**config.mk**
```make
export PLATFORM = sky130hd
export DESIGN_NAME = sd_pat_gen
export DESIGN_NICKNAME = d
export VERILOG_FILES = /design/src/rtl/sd_pat_gen.sv
export SDC_FILE = /design/constraint.sdc
export NUM_CORES = 1
export LEC_CHECK = 0
export ABC_AREA = 1
export CAP_MARGIN = 20
export CORE_ASPECT_RATIO = 0.6
export CORE_UTILIZATION = 60
export CTS_CLUSTER_SIZE = 10
export DETAILED_ROUTE_END_ITERATION = 6
export PLACE_DENSITY = 0.87
export SKIP_LAST_GASP = 1
export SLEW_MARGIN = 10
export SYNTH_ARGS = -nofsm -noshare
export SYNTH_HDL_FRONTEND = slang
export SYNTH_SLANG_ARGS = --single-unit
```
**constraint.sdc**
```tcl
create_clock -name clk -period 4.05 [get_ports clk]
set_input_delay 1.215 -clock clk [delete_from_list [all_inputs] [get_ports clk]]
set_output_delay 1.215 -clock clk [all_outputs]
set_load 0.05 [all_outputs]
```
**src/rtl/sd_pat_gen.sv**
```systemverilog
// sd_pat_gen: burst service-data pattern generator feeding the HSI framer byte by byte.
// Define SD_PAT_GEN_PRBS_EN to build the PRBS-31 generator behind mode 3.
module sd_pat_gen #(
  parameter int                      WORD_BYTES = 2,
  parameter int                      DP_LEN     = 64,
  parameter int                      DP_COUNT   = 4,
  parameter logic [8*WORD_BYTES-1:0] INI_VAL    = '0
) (
  input  logic       clk,
  input  logic       rst,
  input  logic       start,
  input  logic [1:0] mode,
  input  logic       tx_en,
  input  logic       sending,
  output logic [7:0] d,
  output logic       d_rdy,
  output logic       tx_rdy,
  output logic       has_next_dp,
  output logic       done,
  output logic       ovr
);
  localparam int WW  = 8 * WORD_BYTES;
  localparam int BLW = $clog2(DP_LEN + 1);
  localparam int IW  = (WORD_BYTES > 1) ? $clog2(WORD_BYTES) : 1;

  typedef enum logic [1:0] {IDLE, ARMED, PKT, GAP} state_t;

  state_t         r_state,      w_state_nxt;
  logic [7:0]     r_pkt_left,   w_pkt_left_nxt;
  logic [BLW-1:0] r_bytes_left, w_bytes_left_nxt;
  logic [IW-1:0]  r_byte_idx,   w_byte_idx_nxt;
  logic [WW-1:0]  r_w,          w_w_nxt;
  logic [1:0]     r_mode,       w_mode_nxt;
  logic [7:0]     r_d,          w_d_nxt;
  logic           r_done,       w_done_nxt;
  logic           r_ovr,        w_ovr_nxt;
  logic [WW-1:0]  w_shifted;
  logic           w_can_accept;
  logic           w_accept;
  logic           w_restart;

`ifdef SD_PAT_GEN_PRBS_EN
  localparam logic [30:0] PRBS_SEED = 31'(INI_VAL) | 31'd1;
  logic [30:0] r_lfsr, w_lfsr_nxt;

  // x^31 + x^28 + 1, one output bit per shift, first bit lands in the word LSB.
  function automatic logic [30+WW:0] prbs_word(input logic [30:0] seed);
    logic [30:0] st;
    logic [WW-1:0] wd;
    st = seed;
    wd = '0;
    for (int i = 0; i < WW; i++) begin
      wd[i] = st[30] ^ st[27];
      st    = {st[29:0], wd[i]};
    end
    return {st, wd};
  endfunction

  assign w_restart = (r_mode == 2'd0);
`else
  // Mode 3 without the PRBS generator falls back to the restart-per-packet counter.
  assign w_restart = (r_mode == 2'd0) || (r_mode == 2'd3);
`endif

  // Acceptance ignores the ~sending mask of d_rdy, otherwise every strobe would be rejected.
  assign w_can_accept = (r_state == PKT) && tx_en && (r_bytes_left != '0);
  assign w_accept     = sending && w_can_accept;

  always_comb begin
    // NOTE: every next value starts from a hold/default so no path leaves it unassigned (no latch).
    w_state_nxt      = r_state;
    w_pkt_left_nxt   = r_pkt_left;
    w_bytes_left_nxt = r_bytes_left;
    w_byte_idx_nxt   = r_byte_idx;
    w_w_nxt          = r_w;
    w_mode_nxt       = r_mode;
    w_done_nxt       = 1'b0;
    w_ovr_nxt        = r_ovr | (sending & ~w_can_accept);
`ifdef SD_PAT_GEN_PRBS_EN
    w_lfsr_nxt       = r_lfsr;
`endif
    if (start) begin
      w_state_nxt    = ARMED;
      w_pkt_left_nxt = 8'(DP_COUNT);
      w_byte_idx_nxt = '0;
      w_w_nxt        = INI_VAL;
      w_mode_nxt     = mode;
      w_ovr_nxt      = 1'b0;
`ifdef SD_PAT_GEN_PRBS_EN
      w_lfsr_nxt     = PRBS_SEED;
      if (mode == 2'd3) {w_lfsr_nxt, w_w_nxt} = prbs_word(PRBS_SEED);
`endif
    end else begin
      case (r_state)
        ARMED: begin
          if (tx_en) begin
            w_state_nxt      = PKT;
            w_bytes_left_nxt = BLW'(DP_LEN);
            if (w_restart) w_w_nxt = INI_VAL;
          end
        end
        PKT: begin
          if (!tx_en) begin
            w_state_nxt = GAP;
          end else if (w_accept) begin
            w_bytes_left_nxt = r_bytes_left - BLW'(1);
            if (r_bytes_left == BLW'(1)) w_state_nxt = GAP;
            if (r_byte_idx == IW'(WORD_BYTES - 1)) begin
              w_byte_idx_nxt = '0;
              case (r_mode)
                2'd2: ;
`ifdef SD_PAT_GEN_PRBS_EN
                2'd3: {w_lfsr_nxt, w_w_nxt} = prbs_word(r_lfsr);
`endif
                default: w_w_nxt = r_w + WW'(1);
              endcase
            end else begin
              w_byte_idx_nxt = r_byte_idx + IW'(1);
            end
          end
        end
        GAP: begin
          if (!tx_en) begin
            w_pkt_left_nxt = r_pkt_left - 8'd1;
            if (r_pkt_left == 8'd1) begin
              w_state_nxt = IDLE;
              w_done_nxt  = 1'b1;
            end else begin
              w_state_nxt = ARMED;
            end
          end
        end
        default: ;
      endcase
    end
    w_shifted = w_w_nxt >> {w_byte_idx_nxt, 3'b000};
    w_d_nxt   = w_shifted[7:0];
  end

  always_ff @(posedge clk or posedge rst) begin
    if (rst) begin
      r_state      <= IDLE;
      r_pkt_left   <= '0;
      r_bytes_left <= '0;
      r_byte_idx   <= '0;
      r_w          <= '0;
      r_mode       <= '0;
      r_d          <= '0;
      r_done       <= 1'b0;
      r_ovr        <= 1'b0;
`ifdef SD_PAT_GEN_PRBS_EN
      r_lfsr       <= '0;
`endif
    end else begin
      // NOTE: non-blocking so every register samples the values from before this edge.
      r_state      <= w_state_nxt;
      r_pkt_left   <= w_pkt_left_nxt;
      r_bytes_left <= w_bytes_left_nxt;
      r_byte_idx   <= w_byte_idx_nxt;
      r_w          <= w_w_nxt;
      r_mode       <= w_mode_nxt;
      r_d          <= w_d_nxt;
      r_done       <= w_done_nxt;
      r_ovr        <= w_ovr_nxt;
`ifdef SD_PAT_GEN_PRBS_EN
      r_lfsr       <= w_lfsr_nxt;
`endif
    end
  end

  assign d           = r_d;
  assign done        = r_done;
  assign ovr         = r_ovr;
  assign d_rdy       = w_can_accept & ~sending;
  assign tx_rdy      = (r_state != IDLE);
  assign has_next_dp = (r_pkt_left > 8'd1);

endmodule

```
== After elaboration in Yosys (flattened, before gate mapping) ==
Cells that the tools add are included.
Widths: inputs -> output; s select.
Storage, ports and cells
  input port bits: 7
  memory bits (read-only): 0
  output and inout port bits: 13
  bits in latches: 0
  memories: 0
  register bits after elaboration: 46
  bits in writable memories: 0
Cells by class
  multipliers: 0
  shift operators: 1
  reduce and logical (&&, ||, !) cells: 13
  multiplexer cells: 33
  bitwise logic cells: 6
  add/subtract/negate cells: 4
  equality and inequality tests: 15
  order comparisons: 1
  div/mod/pow operators: 0
Operators by type and width (number)
  $mux 16: 7
  $pmux 16 s2: 1
  $mux 8: 3
  $mux 7: 3
  $add 16x1->16 const B: 1
  $shr 16x4->8: 1
  $pmux 7 s2: 1
  $mux 2: 6
  $mux 1: 11
  $reduce_and 5->1: 2
  $eq 2x2->1 const B: 4
  $eq 8x1->1 const B: 1
  $gt 8x1->1 const B: 1
  $ne 2x2->1 const B: 4
  $sub 8x1->8 const B: 1
  $eq 7x1->1 const B: 1
  $reduce_bool 7->1: 1
  $sub 7x1->7 const B: 1
  $ne 3x3->1 const B: 2
  $pmux 2 s3: 1
  $reduce_bool 2->1: 3
  $ne 4x3->1 const B: 1
  $ne 4x4->1 const B: 1
  $reduce_bool 4->1: 1
  9 further kinds: 14

== Logic depth before layout (Yosys ltp) ==
  depth after elaboration: 9
  mapped depth: 14
  gate-level depth less buffers: 13

== Worst setup path after synthesis ==
OpenSTA, ideal clock, no wires.
  kind: input to output
  from: input sending
  to: output d_rdy
  data required time: 2835 ps
  stages: 2
  data arrival time: 2044 ps
  path slack: 791 ps
  buffers on the path: 1
  path through: buf_2 nor2_1
On the way
  cells in the longest elaborated chain, start to end: 2
RTL lines
  start: declaration: line 14  | input logic sending,
  $not 1->1: line 174  | assign d_rdy = w_can_accept & ~sending;
  $and 1x1->1: line 174
  end: declaration: line 16  | output logic d_rdy,
Every way passes these cells.

== Worst setup path after layout ==
  from: input tx_en
  to: output d_rdy
On the way
  cells in the longest elaborated chain, start to end: 3
RTL lines
  start: declaration: line 13  | input logic tx_en,
  $logic_and 1x1->1 (2 in a row): line 66  | assign w_can_accept = (r_state == PKT) && tx_en && (r_bytes_left != '0);
  $and 1x1->1: line 174
Every way passes these cells.

==> results.toml <==
[setup_path]
max_stage_delay_ns = 0.50
crit_fanout = 2
cpMaxStageDelayCell = "clkdlybuf4s50_1"
cp_cell_sequence = "clkdlybuf4s50_1 -> nand2_2 -> clkinv_2 -> nand2_1 -> nor2_1 -> buf_12"
worst-path-buf-inv = 3
critical_path_class = "in2out"
cp-end-kind = "output pin"
cp_data_required_time_ns = 2.83
worst_ep_arrival_time_ns = 2.30
start_kind = "primary input"
critical-path-top-delay-family = "buffers and inverters"

[yosys]
ys_seq_area_share_pct = 37.8
avgSynthCellArea_um2 = 7.24
syn_inst = 421
syn_area_mm2 = 0.00305
synth-seq-cells = 46
synth_compound_area_share_pct = 13.1
ys_warn_count = 0
async_flop_share_pct = 100
yosysUniqueCellTypes = 41
synth-main-ff-cell = "dfrtp_1"
synth_xor_xnor_area_share_pct = 1.11
post_synth_and_or_nand_nor_area_fraction_pct = 34.2
synth_nets = 438
synth_top_family_by_area = "simple AND/OR/NAND/NOR gates"
synthMuxAreaShare_pct = 0
synthAdderAreaFrac_pct = 4.11
synth-edff-count = 0

[global_routing]
grt_pass1_wl_um = 12300
track_usage_pct = 30.2
antenna_found_initial = 0
grt_pass1_vias = 2664
gr-total-overflow = 0
grt_max_degree = 47

[place]
hpwl_um = 5430
port_buffers = 19
gp_congestion = 0.959

[drt]
routed_via_density = 5.84
first_iter_violations = 344
wl_um = 7440
ant_nets = 0
vias = 2957
firstDrtPassIters = 5
drc = 0
wl_per_cell_um = 14.7

[job]
cap_violations = 0

[clock_tree]
cts_resized = 0
cts_tree = "done"
ctsHtreeMaxLevel = 2
cts.path.max_buffers = 2
root_buffer = "clkbuf_8"
clock_latency_ns = 0.31
numCtsBuffers = 5
cts_hold_buffers = 0
cts_setup_buffers = 0
cts.reportedPaths.clkPinSlew_ns = 0.08
clkSinkCount = 46

[final_layout]
drive_above_1_share_pct = 9.93
fin_util_pct = 72.0
diodes = 0
nNetsFinal = 459
area_growth_pct = 11.7

[timing]
fmax_ghz = 0.284
period_minus_slack_ns = 3.52
hold_ws_ns = 0.505
setup-violations-final = 0
setup_tns_ns = 0
period_share_pct = 86.8
relSlewSlack_pct = 54.8
worst_pin_slew_ns = 0.678
drv_slew = 0
hold_violations = 0
rsz0062_at_grt = "false"
clock_skew_ns = 0.00326

[floorplanning]
die_h_um = 57.2
num_io_pins = 20
design.die.area_mm2 = 0.00538
coreArea_mm2 = 0.00473
rows = 19
start_util_pct = 64.4
die_w_um = 94.0

[power]
leakage_nw = 1.61
power_mw = 2.09
irDropWorstVdd_mv = 0.344
power_density_mw_per_mm2 = 615

[run_status]
status = "finished, final reports clean"

[worst_hold_path]
hp-class = "reg2reg"
## where the power goes
| part | internal (mW) | total, mW | switching (mW) |
|---|---|---|---|
| Combinational | 0.362 | 1.13 | 0.772 |
| Clock | 0.138 | 0.299 | 0.161 |
| Sequential | 0.567 | 0.660 | 0.0936 |
| Total | 1.07 | 2.09 | 1.03 |
## through the flow
step	cells	setup slack, ns	area, µm²
2_1_floorplan	421	0.791	3050
3_3_place_gp	497	0.536	3290
3_5_place_dp	497	0.525	3290
4_1_cts	505	0.524	3380
5_1_grt	506	0.456	3400
6_report	506	0.533	3400
## sequential cells by signal, summed over array words and instances, names as in the netlist
| signal | count |
|---|---|
| r_w | 16 |
| r_pkt_left | 8 |
| r_byte_idx | 1 |
| r_mode | 2 |
| r_state | 2 |
| r_bytes_left | 7 |
| done | 1 |
| ovr | 1 |
| d | 8 |
## final cells by class
class / count / area, µm²
clock buffers: 7 / 86.3
clock inverters: 1 / 5.00
fillers: 389 / 1330
inverters: 62 / 234
multi-input cells: 303 / 1600
flip-flops and latches: 46 / 1150
well taps: 63 / 78.8
repair buffers: 24 / 250
## worst register-to-register path, cell delays in order, from the launching register on
cell and delay, ns:
dfrtp_1 0.41, inv_1 0.08, ha_1 0.41, inv_1 0.35
nor3_2 0.36, nand2_2 0.17, nor2_2 0.19, nand2_1 0.07
nand2_1 0.08, a21oi_1 0.06
## cell families after synthesis
logic type,count (synthesis)
AO/OA/AOI/OAI,67
XOR/XNOR,3
adder cells (fa/ha/maj),10
flip-flops,46
AND/OR/NAND/NOR,223
buffers and inverters,72
## cell usage in the layout (no fill, tap or decap), types with 5 or more instances in the layout
cell,count
inv_1,53
nand4_1,13
inv_2,6
clkbuf_8,6
nand3_1,45
clkdlybuf4s50_1,18
o21ai_0,13
ha_1,10
a21oi_1,30
dfrtp_1,46
nand2_1,101
nor2_1,37
nor2_2,5
## cells in the mapped netlist (all sizes together) (5+ instances only)
cell	number	area share [%]
a21boi	7	1.7
dfrtp	46	38
nor3	5	0.99
nand2	106	14
ha	10	4.1
inv	59	7.3
o21ai	13	2.1
a21oi	32	5.5
nand3	49	8.9
nor2	46	7.1
o21bai	5	1.4
nand4	13	2.7
buf	7	1.7
## path summary, 6_finish.rpt
path | startpoint | cells past startpoint | slack [ns] | to
max | tx_en | 6 | 0.53 | d_rdy
min | r_mode[1] | 2 | 0.50 | r_mode[1]
max reg2reg | r_state[1] | 9 | 1.77 | r_bytes_left[4]
min reg2reg | r_mode[1] | 2 | 0.50 | r_mode[1]
max in group asynchronous | rst | 3 | 2.47 | r_state[1]
min in group asynchronous | rst | 2 | 1.12 | d[0]
## layer usage
| layer | track usage (%) | vias up | part of all wire [%] |
|---|---|---|---|
| li1 | - | 1415 | - |
| met1 | 48.0 | 1369 | 47 |
| met2 | 42.8 | 162 | 41 |
| met3 | 4.53 | 11 | 11 |
| met4 | 8.35 | 0 | 1.2 |
| met5 | 0 | - | 0 |
No activity file was read; power rests on OpenSTA's default activity.
